<file path="config.mk">
export PLATFORM = sky130hd
export DESIGN_NAME = mux21_rr_feeder
export DESIGN_NICKNAME = d
export VERILOG_FILES = /design/src/rtl/mux21_rr_feeder.sv
export SDC_FILE = /design/constraint.sdc
export NUM_CORES = 1
export LEC_CHECK = 0
export CORE_UTILIZATION = 43
export CTS_CLUSTER_SIZE = 20
export DETAILED_ROUTE_END_ITERATION = 16
export PLACE_DENSITY = 0.77
export SLEW_MARGIN = 10
export SYNTH_ARGS = -nofsm -noshare
export SYNTH_HDL_FRONTEND = slang
export SYNTH_SLANG_ARGS = --single-unit
</file>
<file path="constraint.sdc">
create_clock -name clk -period 2.29 [get_ports clk]
set_clock_uncertainty 0.2 [all_clocks]
set_input_delay 0.5725 -clock clk [delete_from_list [all_inputs] [get_ports clk]]
set_output_delay 0.5725 -clock clk [all_outputs]
set_load 0.01 [all_outputs]
</file>
<file path="src/rtl/mux21_rr_feeder.sv">
// Round-robin burst arbiter feeding a 2:1 mux. Grant takes 1 idle cycle, then a beat lands in y 1 cycle after acceptance.
// Source ready drops whenever the registered output beat is held by downstream (y_valid & ~y_ready).
module mux21_rr_feeder #(
    parameter int WIDTH     = 8,
    parameter int MAX_BURST = 16
) (
    input  logic             clk,
    input  logic             rst_n,
    input  logic             a_valid,
    output logic             a_ready,
    input  logic [WIDTH-1:0] a_data,
    input  logic             a_last,
    input  logic             b_valid,
    output logic             b_ready,
    input  logic [WIDTH-1:0] b_data,
    input  logic             b_last,
    output logic             s,
    output logic             y_valid,
    input  logic             y_ready,
    output logic [WIDTH-1:0] y_data,
    output logic             y_last,
    output logic             busy,
    output logic             trunc
);

    localparam int CW = $clog2(MAX_BURST + 1);
    localparam logic [CW-1:0] CNT_LAST = CW'(MAX_BURST - 1);

    typedef enum logic [1:0] {IDLE, LOCK_A, LOCK_B} state_t;

    state_t           state_q, state_d;
    logic             last_served_q, last_served_d;
    logic [CW-1:0]    beat_cnt_q, beat_cnt_d;
    logic             s_q, s_d;
    logic             y_valid_q, y_valid_d;
    logic [WIDTH-1:0] y_data_q, y_data_d;
    logic             y_last_q, y_last_d;
    logic             trunc_q, trunc_d;

    logic             out_free;
    logic             xfer;
    logic             cnt_hit;
    logic             burst_end;
    logic [WIDTH-1:0] sel_data;
    logic             sel_last;

    always_comb begin
        out_free  = ~y_valid_q | y_ready;
        a_ready   = (state_q == LOCK_A) & out_free;
        b_ready   = (state_q == LOCK_B) & out_free;
        xfer      = (a_valid & a_ready) | (b_valid & b_ready);
        sel_data  = (state_q == LOCK_B) ? b_data : a_data;
        sel_last  = (state_q == LOCK_B) ? b_last : a_last;
        cnt_hit   = (beat_cnt_q == CNT_LAST);
        burst_end = sel_last | cnt_hit;

        state_d       = state_q;
        last_served_d = last_served_q;
        beat_cnt_d    = beat_cnt_q;
        y_valid_d     = y_valid_q;
        y_data_d      = y_data_q;
        y_last_d      = y_last_q;
        trunc_d       = 1'b0;

        if (xfer) begin
            y_valid_d  = 1'b1;
            y_data_d   = sel_data;
            y_last_d   = burst_end;
            beat_cnt_d = beat_cnt_q + 1'b1;
            if (burst_end) begin
                state_d       = IDLE;
                last_served_d = (state_q == LOCK_B);
                beat_cnt_d    = '0;
                trunc_d       = ~sel_last;
            end
        end else if (y_ready) begin
            y_valid_d = 1'b0;
        end

        // last_served_q = 1 means B went last, so A wins a tie
        if (state_q == IDLE) begin
            if (a_valid & (~b_valid | last_served_q)) begin
                state_d = LOCK_A;
            end else if (b_valid) begin
                state_d = LOCK_B;
            end
        end

        s_d = (state_d == IDLE) ? s_q : (state_d == LOCK_B);
    end

    always_ff @(posedge clk or negedge rst_n) begin
        if (!rst_n) begin
            state_q       <= IDLE;
            last_served_q <= 1'b1;
            beat_cnt_q    <= '0;
            s_q           <= 1'b0;
            y_valid_q     <= 1'b0;
            y_data_q      <= '0;
            y_last_q      <= 1'b0;
            trunc_q       <= 1'b0;
        end else begin
            state_q       <= state_d;
            last_served_q <= last_served_d;
            beat_cnt_q    <= beat_cnt_d;
            s_q           <= s_d;
            y_valid_q     <= y_valid_d;
            y_data_q      <= y_data_d;
            y_last_q      <= y_last_d;
            trunc_q       <= trunc_d;
        end
    end

    assign s       = s_q;
    assign y_valid = y_valid_q;
    assign y_data  = y_data_q;
    assign y_last  = y_last_q;
    assign busy    = (state_q != IDLE);
    assign trunc   = trunc_q;

endmodule

</file>
==> out/results.ini, run 1 <==
[timing]
finalHoldViolations = 0
max_freq_mhz = 455
slew_viol_final = 0
holdWs_ps = 308
worstMarginPinSlew_ps = 385
finalWorstSetupSlack_ps = 90.9
rsz0062_at_grt = false
slew_headroom_pct = 74.3
setup_viol = 0
setup-tns-final_ps = 0
period_share_pct = 96.0
layout_min_cycle_time_ps = 2200

[clock_tree]
cts_tree = yes
cts_buffers = 3
ctsHtreeMaxLevel = 1
clkTransAtPathRegs_ps = 110
cts_buffer_depth = 2
cts_sinks = 20
clkLatencyLatePin_ps = 290
cts-root-buf = clkbuf_4
holdBufCountCts = 0

[power]
power.density_nw_per_um2 = 1240
pwr-share-clk_pct = 15.0
p_leak_uw = 0.000667
p_comb_share_pct = 53.1
total_switching_power_uw = 642
sw_frac_of_total_pct = 34.0
ir_drop_v = 0.000638
intPower_uw = 1250
sequentialPowerShare_pct = 31.9

[global_route]
antenna_found_initial = 0
grt-ovfl-total = 0
grt_use_total_pct = 19.2
grt_pass1_wl_um = 3780
grt_pass1_vias = 865
grt_max_degree = 21

[worst_setup_path]
worstSetupEndpoint = a_ready
r2r_slack_ps = 210
r2r_end = last_served_q$_DFFE_PN1P_
crit_start = y_ready
worst_setup_path_end_kind = output pin
crit_fanout = 4
arrival_ps = 1430
rr_startpoint = beat_cnt_q[0]$_DFFE_PN0N_
rr_worst_depth = 7
critPathRequiredTime_ps = 1520
start_kind = input pin
worstSetupPathType = input pin to output pin

[finish]
utilization_pct = 67.8
drive_gt1_share_pct = 21.3
fillers = 198
final_cell_mix = 34 x clkdlybuf4s50_1, 17 x dfrtp_1, 10 x nor2_1, 10 x mux2i_1, 10 x buf_4
nNetsFinal = 167
area_growth_pct = 45.3
antenna-diode-count = 0
final_common_cell = clkdlybuf4s50_1

[drt]
wl_met1_um = 961
viasPerCell = 5.00
wl_met3_um = 81
wl_um = 2220
first_pass_iters = 4
topRoutingLayerUsed = met4
wire_per_inst_um = 13.1
route.met2.wl_um = 1160
ant_nets = 0
drt_iter0_drc = 7
drc = 0
num_vias = 845

[job]
cap_viol_max_count = 0

[synth]
synth_edf_count = 0
yosys_warnings = 0
syn_area_um2 = 1050
syn_nets = 121
synthCells = 96
ys.flop_type = dfrtp_1
synth_top_area_share_pct = 45.2
ys_types = 34
synth.area.top_cells = dfrtp_1 45%, mux2i_1 9.5%, a21oi_1 3.8%
synth_largest_area_cell = dfrtp_1
yosysSeqAreaShare_pct = 47.7
ys_seq_elements = 20
async_flop_share_pct = 100
syn_area_per_cell_um2 = 11.0

[place]
port-buffer-count = 37
place_congestion = 0.759
pre_cts_ws_ps = -335
hpwl_um = 1740

[floorplanning]
die_width_um = 51.5
dieArea_um2 = 2650
ios = 38
dieHeight_um = 51.5
coreArea_um2 = 2250
initial_utilization_pct = 46.7
rows = 17

[worst_hold_path]
hold_path.class = register to register

[run_status]
status = completed

[repair_timing]
item / CTS / global route
gates resized for setup: 8 / 3
pin swaps: 0 / 0
setup buffers: 2 / 0
endpoints found under the setup margin: 3 / 2
gates cloned: 0 / 0
[worst max-delay path, cell delays in order]
cell and delay (ps):
clkdlybuf4s50_1 480, nor2b_2 60, nor3b_1 160, buf_2 160
[metrics by stage]
step	power, uW	area, um2	instances
finish	1890	1530	169
global route	2040	1530	169
CTS	1920	1530	169
detailed placement	1610	1460	163
global placement	1570	1460	163
floorplan	1250	1050	96
[how the worst min path moves through the flow]
stage | start | slack [ps] | endpoint | depth (start not counted)
floorplan | rst_n | 80 | beat_cnt_q[0]$_DFFE_PN0N_ | 0
global placement | y_last$_DFFE_PN0N_ | 280 | y_last$_DFFE_PN0N_ | 1
detailed placement | y_last$_DFFE_PN0N_ | 300 | y_last$_DFFE_PN0N_ | 1
CTS | beat_cnt_q[0]$_DFFE_PN0N_ | 320 | beat_cnt_q[0]$_DFFE_PN0N_ | 1
global route | beat_cnt_q[0]$_DFFE_PN0N_ | 340 | beat_cnt_q[0]$_DFFE_PN0N_ | 1
finish | beat_cnt_q[0]$_DFFE_PN0N_ | 310 | beat_cnt_q[0]$_DFFE_PN0N_ | 1
[metal layers]
metal / up-vias / GRT usage, %
met5: - / 0
met4: 0 / 5.41
met3: 2 / 3.87
met2: 13 / 33.5
met1: 403 / 23.8
li1: 427 / -
[cell usage after synthesis (3+ instances only)]
cell type / number
nor2_1: 10
mux2i_1: 10
inv_1: 4
o21ai_0: 4
and3_1: 4
buf_2: 3
dfrtp_1: 19
a21oi_1: 8
nand3b_1: 3
[registers in the layout (all words and copies together), names as in the netlist]
name and count:
s 1, beat_cnt_q 5, y_last 1, y_data 8
state_q 2, last_served_q 1, trunc 1, y_valid 1
[final cells by class]
cell class                      instances  area, um2  area share, %
Clock buffer                            3       22.5           1.47
Timing Repair Buffer                   47        438           28.6
Multi-Input combinational cell         66        484           31.7
Inverter                                4       15.0          0.982
Tap cell                               28       35.0           2.29
Sequential cell                        20        504           33.0
Clock inverter                          1       30.0           1.96
[kinds of logic after synthesis]
group	after synthesis	share of synthesized area, %
simple gates	29	15.3
flops	20	47.7
compound gates	21	12.8
fa+ha+maj	2	2.38
buf+inv	10	6.54
mux	14	15.2
[power groups by stage]
stage,Combinational (uW),Clock (uW),Sequential [uW]
2_1_floorplan,610,0,638
3_3_place_gp,946,0,629
3_5_place_dp,974,0,636
4_1_cts,1020,293,601
5_1_grt,1110,303,626
6_report,1000,284,602
(Power assumes the default switching activity.)
==> run 2, diff against run 1 <==
--- a/config.mk
+++ b/config.mk
@@ -6,6 +6,7 @@
 export NUM_CORES = 1
 export LEC_CHECK = 0
 export CORE_UTILIZATION = 43
+export CTS_CLUSTER_DIAMETER = 200
 export CTS_CLUSTER_SIZE = 20
 export DETAILED_ROUTE_END_ITERATION = 16
 export PLACE_DENSITY = 0.77
==> results of run 2 <==
Same layout as run 1: the final DEF is identical, and so are final timing and power.
==> run 3, diff against run 2 <==
--- a/config.mk
+++ b/config.mk
@@ -5,6 +5,7 @@
 export SDC_FILE = /design/constraint.sdc
 export NUM_CORES = 1
 export LEC_CHECK = 0
+export CAP_MARGIN = 20
 export CORE_UTILIZATION = 43
 export CTS_CLUSTER_DIAMETER = 200
 export CTS_CLUSTER_SIZE = 20
==> results of run 3 <==
Same layout as run 1: the final DEF is identical, and so are final timing and power.
